==> src/rtl/cpu_pkg.sv <==
// Shared definitions for the accumulator CPU: opcodes, sequencer states, flag bit positions.
package cpu_pkg;

    localparam logic [3:0] OP_NOP = 4'h0;
    localparam logic [3:0] OP_LDI = 4'h1;
    localparam logic [3:0] OP_LDR = 4'h2;
    localparam logic [3:0] OP_STR = 4'h3;
    localparam logic [3:0] OP_ADD = 4'h4;
    localparam logic [3:0] OP_ADC = 4'h5;
    localparam logic [3:0] OP_SUB = 4'h6;
    localparam logic [3:0] OP_AND = 4'h7;
    localparam logic [3:0] OP_OR  = 4'h8;
    localparam logic [3:0] OP_XOR = 4'h9;
    localparam logic [3:0] OP_SHL = 4'hA;
    localparam logic [3:0] OP_SHR = 4'hB;
    localparam logic [3:0] OP_JMP = 4'hC;
    localparam logic [3:0] OP_JZ  = 4'hD;
    localparam logic [3:0] OP_JC  = 4'hE;
    localparam logic [3:0] OP_HLT = 4'hF;

    typedef enum logic [1:0] {
        ST_IDLE  = 2'd0,
        ST_FETCH = 2'd1,
        ST_EXEC  = 2'd2,
        ST_HALT  = 2'd3
    } state_e;

    localparam int unsigned FLAG_Z = 0;
    localparam int unsigned FLAG_C = 1;

    // Instruction fields: opcode in the high nibble, operand field in the low nibble.
    function automatic logic [3:0] get_opcode(input logic [7:0] ir);
        return ir[7:4];
    endfunction

    function automatic logic [3:0] get_field(input logic [7:0] ir);
        return ir[3:0];
    endfunction

endpackage

==> src/rtl/gp_regfile.sv <==
// General-purpose register file: one synchronous write port, one asynchronous read port.
module gp_regfile
    import cpu_pkg::*;
#(
    parameter int unsigned DATA_W = 8,
    parameter int unsigned REG_N  = 16,
    localparam int unsigned IDX_W = $clog2(REG_N)
) (
    input  logic              clk,
    input  logic              CLB,
    input  logic              we_i,
    input  logic [IDX_W-1:0]  waddr_i,
    input  logic [DATA_W-1:0] wdata_i,
    input  logic [IDX_W-1:0]  raddr_i,
    output logic [DATA_W-1:0] rdata_o
);

    logic [DATA_W-1:0] regs_q [REG_N];

    // Register storage, cleared as a whole on reset.
    always_ff @(posedge clk or posedge CLB) begin
        if (CLB) begin
            for (int i = 0; i < int'(REG_N); i++) begin
                regs_q[i] <= '0;
            end
        end else if (we_i) begin
            regs_q[waddr_i] <= wdata_i;
        end
    end

    assign rdata_o = regs_q[raddr_i];

endmodule

==> src/rtl/acc_cpu_core.sv <==
// Single-issue accumulator CPU: IDLE/FETCH/EXEC/HALT sequencer, inline ALU, Z/C flags.
module acc_cpu_core
    import cpu_pkg::*;
#(
    parameter int unsigned DATA_W = 8,
    parameter int unsigned PC_W   = 8,
    parameter int unsigned REG_N  = 16
) (
    input  logic              clk,
    input  logic              CLB,
    output logic              inst_req,
    output logic [PC_W-1:0]   inst_addr,
    input  logic              inst_valid,
    input  logic [7:0]        inst_data,
    output logic [DATA_W-1:0] acc,
    output logic [PC_W-1:0]   pc,
    output logic              zflag,
    output logic              cflag,
    output logic              halted
);

    localparam int unsigned IDX_W = $clog2(REG_N);

    state_e            state_q;
    logic [PC_W-1:0]   pc_q;
    logic [DATA_W-1:0] acc_q;
    logic [7:0]        ir_q;
    logic [1:0]        flags_q;
    logic              req_q;
    logic              halt_q;

    logic [3:0]        opcode;
    logic [3:0]        fld;
    logic [DATA_W-1:0] rdata;
    logic              rf_we;

    logic [DATA_W:0]   sum;
    logic [DATA_W-1:0] acc_d;
    logic [1:0]        flags_d;
    logic [PC_W-1:0]   pc_d;

    assign opcode = get_opcode(ir_q);
    assign fld    = get_field(ir_q);
    assign rf_we  = (state_q == ST_EXEC) && (opcode == OP_STR);

    gp_regfile #(
        .DATA_W (DATA_W),
        .REG_N  (REG_N)
    ) u_regfile (
        .clk     (clk),
        .CLB     (CLB),
        .we_i    (rf_we),
        .waddr_i (fld[IDX_W-1:0]),
        .wdata_i (acc_q),
        .raddr_i (fld[IDX_W-1:0]),
        .rdata_o (rdata)
    );

    // ALU and branch target: results computed from the latched instruction, committed in EXEC.
    always_comb begin
        acc_d   = acc_q;
        flags_d = flags_q;
        pc_d    = pc_q;
        sum     = '0;
        case (opcode)
            OP_LDI: acc_d = DATA_W'(fld);
            OP_LDR: acc_d = rdata;
            OP_ADD: sum = {1'b0, acc_q} + {1'b0, rdata};
            OP_ADC: sum = {1'b0, acc_q} + {1'b0, rdata} + {{DATA_W{1'b0}}, flags_q[FLAG_C]};
            // C set means no borrow.
            OP_SUB: sum = {1'b0, acc_q} + {1'b0, ~rdata} + {{DATA_W{1'b0}}, 1'b1};
            OP_AND: begin
                acc_d           = acc_q & rdata;
                flags_d[FLAG_C] = 1'b0;
            end
            OP_OR: begin
                acc_d           = acc_q | rdata;
                flags_d[FLAG_C] = 1'b0;
            end
            OP_XOR: begin
                acc_d           = acc_q ^ rdata;
                flags_d[FLAG_C] = 1'b0;
            end
            OP_SHL: begin
                acc_d           = {acc_q[DATA_W-2:0], 1'b0};
                flags_d[FLAG_C] = acc_q[DATA_W-1];
            end
            OP_SHR: begin
                acc_d           = {1'b0, acc_q[DATA_W-1:1]};
                flags_d[FLAG_C] = acc_q[0];
            end
            OP_JMP: pc_d = PC_W'(rdata);
            // pc_q already points past the branch; the size cast sign-extends the offset.
            OP_JZ:  if (flags_q[FLAG_Z]) pc_d = pc_q + PC_W'($signed(fld));
            OP_JC:  if (flags_q[FLAG_C]) pc_d = pc_q + PC_W'($signed(fld));
            default: ;
        endcase
        if (opcode == OP_ADD || opcode == OP_ADC || opcode == OP_SUB) begin
            acc_d           = sum[DATA_W-1:0];
            flags_d[FLAG_C] = sum[DATA_W];
        end
        if (opcode >= OP_ADD && opcode <= OP_SHR) begin
            flags_d[FLAG_Z] = (acc_d == '0);
        end
    end

    // Sequencer with architectural state and registered handshake/halt outputs.
    always_ff @(posedge clk or posedge CLB) begin
        if (CLB) begin
            state_q <= ST_IDLE;
            pc_q    <= '0;
            acc_q   <= '0;
            ir_q    <= '0;
            flags_q <= '0;
            req_q   <= 1'b0;
            halt_q  <= 1'b0;
        end else begin
            unique case (state_q)
                ST_IDLE: begin
                    state_q <= ST_FETCH;
                    req_q   <= 1'b1;
                end
                ST_FETCH: begin
                    if (inst_valid) begin
                        ir_q    <= inst_data;
                        pc_q    <= pc_q + PC_W'(1);
                        req_q   <= 1'b0;
                        state_q <= ST_EXEC;
                    end
                end
                ST_EXEC: begin
                    acc_q   <= acc_d;
                    flags_q <= flags_d;
                    pc_q    <= pc_d;
                    if (opcode == OP_HLT) begin
                        state_q <= ST_HALT;
                        halt_q  <= 1'b1;
                    end else begin
                        state_q <= ST_FETCH;
                        req_q   <= 1'b1;
                    end
                end
                ST_HALT: ;
            endcase
        end
    end

    assign inst_req  = req_q;
    assign inst_addr = pc_q;
    assign pc        = pc_q;
    assign acc       = acc_q;
    assign zflag     = flags_q[FLAG_Z];
    assign cflag     = flags_q[FLAG_C];
    assign halted    = halt_q;

endmodule

==> config.mk <==
export PLATFORM = sky130hd
export DESIGN_NAME = acc_cpu_core
export DESIGN_NICKNAME = d
export VERILOG_FILES = /design/src/rtl/cpu_pkg.sv /design/src/rtl/gp_regfile.sv /design/src/rtl/acc_cpu_core.sv
export SDC_FILE = /design/constraint.sdc
export NUM_CORES = 1
export LEC_CHECK = 0
export CELL_PAD_IN_SITES_DETAIL_PLACEMENT = 1
export CELL_PAD_IN_SITES_GLOBAL_PLACEMENT = 1
export CORE_UTILIZATION = 50
export CTS_CLUSTER_SIZE = 14
export DETAILED_ROUTE_END_ITERATION = 8
export PLACE_DENSITY = 0.89
export SLEW_MARGIN = 25
export SYNTH_ARGS = -nofsm -noshare
export SYNTH_HDL_FRONTEND = slang
export SYNTH_HIERARCHICAL = 1
export SYNTH_SLANG_ARGS = --single-unit
==> constraint.sdc <==
create_clock -name clk -period 7.4 [get_ports clk]
set_input_delay 1.11 -clock clk [delete_from_list [all_inputs] [get_ports clk]]
set_output_delay 1.11 -clock clk [all_outputs]
set_load 0.03 [all_outputs]
* Yosys cells after proc, flatten, opt, wreduce, memory -nomap -nowiden *
Cells that the tools add are included.

word-level totals
  flip-flop bits (word level) = 158
  bits of input ports = 11
  output and inout bits = 28

cells by class
  add/sub/neg operators = 6
  $lt $le $gt $ge = 4
  equality and inequality tests = 22
  mux-type cells = 22
  bitwise operators = 5
  reductions and logical operators = 18

operators by type and width
  cell                                                              number
  128-bit bitwise mux                                               1
  8-bit two-way mux                                                 7
  8-bit case mux with 7 select lines                                1
  8-bit binary-select mux with 4-bit select                         1
  8-bit demux with 4-bit select                                     1
  4-bit == test (second input constant)                             8
  9-bit case mux with 3 select lines                                1
  8-bit case mux with 3 select lines                                1
  8-bit by 8-bit adder with 9-bit output                            2
  4-bit by 3-bit == test with 1-bit output (second input constant)  4
  8-bit case mux with 2 select lines                                1
  2-bit AND reduction                                               5
  9-bit by 1-bit adder with 9-bit output                            1
  9-bit by 1-bit adder with 9-bit output (second input constant)    1
  8-bit by 1-bit adder with 8-bit output (second input constant)    1
  8-bit adder                                                       1
  8-bit bitwise AND                                                 1
  4-bit by 2-bit == test with 1-bit output (second input constant)  2
  8-bit zero test                                                   1
  8-bit inverter                                                    1
  8-bit bitwise OR                                                  1
  8-bit XOR                                                         1
  3-bit != test (second input constant)                             2
  1-bit case mux with 3 select lines                                2
  22 further kinds                                                  29

* Longest topological paths before layout *
  depth in word-level cells = 10
  gate-level depth with buffers = 16
  mapped depth without buffers = 14

* By module *
The synthesis kept the hierarchy.

modules (own cells, without submodules)
  module        instances  cells an instance  area an instance (um^2)  sequential area each (um^2)
  gp_regfile    1          369                5953.2                   3203.1
  acc_cpu_core  1          424                3542.1                   750.7

* Worst setup path after synthesis *
Ideal clock, no wire load.

  path kind = reg-to-reg
  start point = reg ir_q[0]
  end point = reg flags_q[0]
  setup time = 0.104 ns
  data arrival time = 4.036 ns
  setup slack = 3.261 ns
  stages on the path, launching flop included = 16
  buffers on the path = 2
  clock period less this slack = 4.139 ns
  cells stage by stage = dfrtp_1 > buf_2 > buf_2 > mux4_2 > a22oi_1 > nand2_1 > ha_1 > fa_1 > a211oi_2 > nor2_1 > xor2_1 > nand3_1 > o21ai_0 > a221oi_1 > or4_1 > o41ai_2

on the way
  word-level cells in the longest chain between the ends = 10
  elaborated cells on any way between the ends = 16
  classes of those cells = 4 x add/sub; 6 x mux; 5 x bitwise; 1 x reduce/logical

ends and longest elaborated chain
  item                                                        RTL line             source
  start: declaration                                          acc_cpu_core.sv:27   logic [7:0] ir_q;
  start signal: assignment                                    acc_cpu_core.sv:125  ir_q <= inst_data;
  4-bit inverter with 5-bit output (not written as such) (*)  gp_regfile.sv:31     assign rdata_o = regs_q[raddr_i];
  8-bit binary-select mux with 4-bit select (*)               gp_regfile.sv:31
  8-bit two-way mux (not written as such) (*) (2 in series)   gp_regfile.sv:31
  named net rdata[0]                                          acc_cpu_core.sv:34   logic [DATA_W-1:0] rdata;
  8-bit inverter                                              acc_cpu_core.sv:71   OP_SUB: sum = {1'b0, acc_q} + {1'b0, ~rdata} + {{DATA_W{1'b0}}, 1'b1};
  8-bit by 8-bit adder with 9-bit output                      acc_cpu_core.sv:71
  9-bit by 1-bit adder with 9-bit output                      acc_cpu_core.sv:71
  9-bit case mux with 3 select lines                          acc_cpu_core.sv:65   case (opcode)
  8-bit two-way mux (*)                                       acc_cpu_core.sv:98   if (opcode == OP_ADD || opcode == OP_ADC || opcode == OP_SUB) begin
  8-bit zero test (*)                                         acc_cpu_core.sv:103  flags_d[FLAG_Z] = (acc_d == '0);
  end signal: assignment                                      acc_cpu_core.sv:133  flags_q <= flags_d;
  end: declaration                                            acc_cpu_core.sv:28   logic [1:0] flags_q;

Mark *: on every way through the listed nets, which the timed path passes. The rest lies on a longest branch. The select of a mux whose other input is x is not followed.
A chain may end at the register's enable or synchronous reset.

* Worst setup path after layout *
Same ends and word-level chain as after synthesis.

==> results.toml <==
[run_status]
status = "complete, no violations"

[placed_design]
io_buffers = 38
dp_hpwl_um = 17470
place.gp.congestion = 0.8984

[die]
io_pins = 39
num_rows = 50
initial_core_util_pct = 50.93
fp.coreArea_sq_um = 18640
die_y_um = 139.8
die-area_sq_um = 19550
dieWidth_um = 139.8

[critical_path]
worst_setup_path_end_kind = "register"
rrSetupSlack_ps = 2420
timing.rr.start = "ir_q[0]"
cp_max_fo = 29
critical_path_class = "reg2reg"
cp-start-kind = "register"
setup.worst_path.start = "ir_q[0]"
r2r_end = "flags_q[0]"
cp-endpoint = "flags_q[0]"
crit_arrival_ps = 5300
cp.required_ps = 7720
reg2regPathDepth = 14

[global_route]
globalRouteOverflowTotal = 0
grt_max_degree = 74
grt_usage_pct = 29.04
antenna_found_initial = 0
grt_pass1_wl_um = 42930
grt_pass1_vias = 7461

[power]
vdd_drop_max_mv = 0.1610
power.total_mw = 1.819
leakage_nw = 4.841
power_density_nw_per_um2 = 172.2

[sta]
setup_tns_ps = 0
rsz0062_at_grt = "no"
period_needed_ps = 4979
setup_viol = 0
slew_violations = 0
skew_ps = 13.78
worst_slew_pin_slew_ps = 1102
fmax_mhz = 200.8
hold_viol = 0
fin_crit_sh_pct = 67.28
slew_headroom_pct = 25.98

[clocking]
cts_resized = 0
cts_buffers = 17
post_cts_buffers = 0
clkSlewWorstSetupHoldPaths_ps = 70
clkSinkCount = 158
clkLatencyLatePin_ps = 430
cts-hold-fix-buffers = 0
cts_buffer_depth = 2
cts-root-buf = "clkbuf_16"
htree_levels = 4
cts_tree = "done"

[synth]
yosysWarnings = 6
synth_edf_count = 0
ys_ff_latch = 158
synthFlopType = "dfrtp_1"
synth_seq_area_share_pct = 41.64
synth.distinct_cells = 71
netlist_area_sq_um = 9495
syn_area_per_cell_sq_um = 11.97
async_flop_share_pct = 100.0
synth_fp_nets = 848
syn_inst = 793

[cells_and_area]
final_cell_mix = "156 x dfrtp_1, 125 x mux2_2, 41 x nand2_1, 41 x ha_1, 38 x clkdlybuf4s50_1"
layout-drive-gt1-share_pct = 29.79
syn_to_final_growth_pct = 11.25
final_common_cell = "dfrtp_1"
nets = 862
diodes = 0

[drt]
wl_per_cell_um = 25.18
final_antenna_net_count = 0
drtPass1Iterations = 5
routed_via_density = 6.423
vias = 6763
drc = 0
drt-initial-drc-count = 538
wirelength_um = 26520

[job]
maxCapViolCount = 0

[worst_hold_path]
hp-class = "reg2reg"
-- synth_stat cells, types with 3 or more instances --
cell type,count,area (sq um)
dfrtp_1,158,3954
mux2_2,125,1408
ha_1,41,513.0
nand2_1,41,153.9
inv_1,37,138.9
mux4_2,34,765.7
o21ai_0,34,170.2
a21oi_1,27,135.1
nor2_1,26,97.59
a22oi_1,18,135.1
clkbuf_1,18,67.56
buf_2,16,80.08
mux2_4,16,240.2
nand3_1,13,65.06
buf_4,12,90.09
xnor2_1,12,105.1
and3_1,11,68.82
nor2b_1,11,68.82
xor2_1,9,78.83
mux2i_1,8,80.08
nand2b_1,7,43.79
nand4_1,7,43.79
nor3_1,6,30.03
a31oi_1,5,31.28
buf_1,5,18.77
buf_6,5,56.30
nor2_2,5,31.28
o22ai_1,5,31.28
o31ai_1,5,37.54
a211oi_1,4,30.03
a211oi_2,4,50.05
a21o_1,4,30.03
o21bai_1,4,30.03
or3_1,4,25.02
or4_1,4,30.03
a221oi_1,3,26.28
a22o_1,3,26.28
fa_1,3,60.06
o21ai_1,3,15.01
-- sequential cells by signal, summed over array words and instances (netlist names) --
signal	flops
state_q	2
flags_q	2
inst_req	1
ir_q	8
acc	8
halted	1
u_regfile/regs_q	128
inst_addr	8
-- worst min-delay path by stage --
stage                           endpoint  slack [ps]                 start  cells past startpoint
floorplan           u_regfile/regs_q[72]         470  u_regfile/regs_q[72]                      1
global placement                  halted         450                halted                      1
detailed placement                halted         460                halted                      1
CTS                               halted         480                halted                      1
global route                      halted         490                halted                      1
finish                            halted         480                halted                      1
-- per-layer routing --
layer | up-vias | share of wire, % | GRT usage (%) | wire, um
met2 | 218 | 50 | 47.32 | 13160
met3 | 58 | 4.6 | 5.506 | 1210
met5 | - | 0 | 0 | 0
li1 | 2929 | - | - | -
met4 | 0 | 3.4 | 13.53 | 910
met1 | 3558 | 42 | 37.55 | 11230
-- kinds of logic (layout without fill, tap and decap cells) --
| family | Yosys count | count (layout) | share of synthesized area (%) |
|---|---|---|---|
| AOI/OAI and AO/OA | 143 | 143 | 10.33 |
| xor gates and xnor gates | 23 | 23 | 2.398 |
| adders and majority gates | 44 | 44 | 6.035 |
| buffers and inverters | 94 | 120 | 4.796 |
| DFF | 158 | 158 | 41.64 |
| muxes | 183 | 183 | 26.26 |
| and+or+nand+nor | 148 | 148 | 8.539 |
-- through the flow --
| step | hold slack [ps] | setup slack (ps) | util, % | area, sq um | instances |
|---|---|---|---|---|---|
| floorplan | 473.8 | 2877 | - | 9495 | 793 |
| global placement | 450.1 | 2666 | 53.42 | 9958 | 1022 |
| detailed placement | 464.2 | 2435 | 53.42 | 9958 | 1022 |
| CTS | 484.2 | 2408 | 56.66 | 10560 | 1053 |
| global route | 491.5 | 2072 | 56.66 | 10560 | 1053 |
| finish | 476.9 | 2421 | 56.66 | 10560 | 1053 |
-- where the power goes --
group | leakage [nW] | switching, mW | internal (mW) | total, mW
logic | 2.38 | 0.0180 | 0.00543 | 0.0234
clock network | 0.293 | 0.392 | 0.540 | 0.933
registers | 2.17 | 0 | 0.863 | 0.863
total | 4.84 | 0.410 | 1.41 | 1.82
-- worst max-delay path, stage by stage, from the launching register on --
cell and delay, ps:
dfrtp_2 650, buf_4 530, mux4_2 600, a22oi_1 230, nand2_1 190, ha_1 300
fa_1 450, a211oi_2 260, nor2_1 90, xor2_1 260, nand3_1 180, o21ai_0 120
a221oi_1 130, or4_1 570, o41ai_2 290
-- area by class of cell --
| class | count | area (sq um) |
|---|---|---|
| well taps | 234 | 292.8 |
| repair buffers | 51 | 478.0 |
| inverters | 38 | 145.1 |
| multi-input cells | 541 | 5086 |
| clock buffers | 19 | 432.9 |
| clock inverters | 12 | 172.7 |
| flip-flops and latches | 158 | 3956 |
| fillers | 1897 | 8079 |
(Power assumes the default switching activity.)
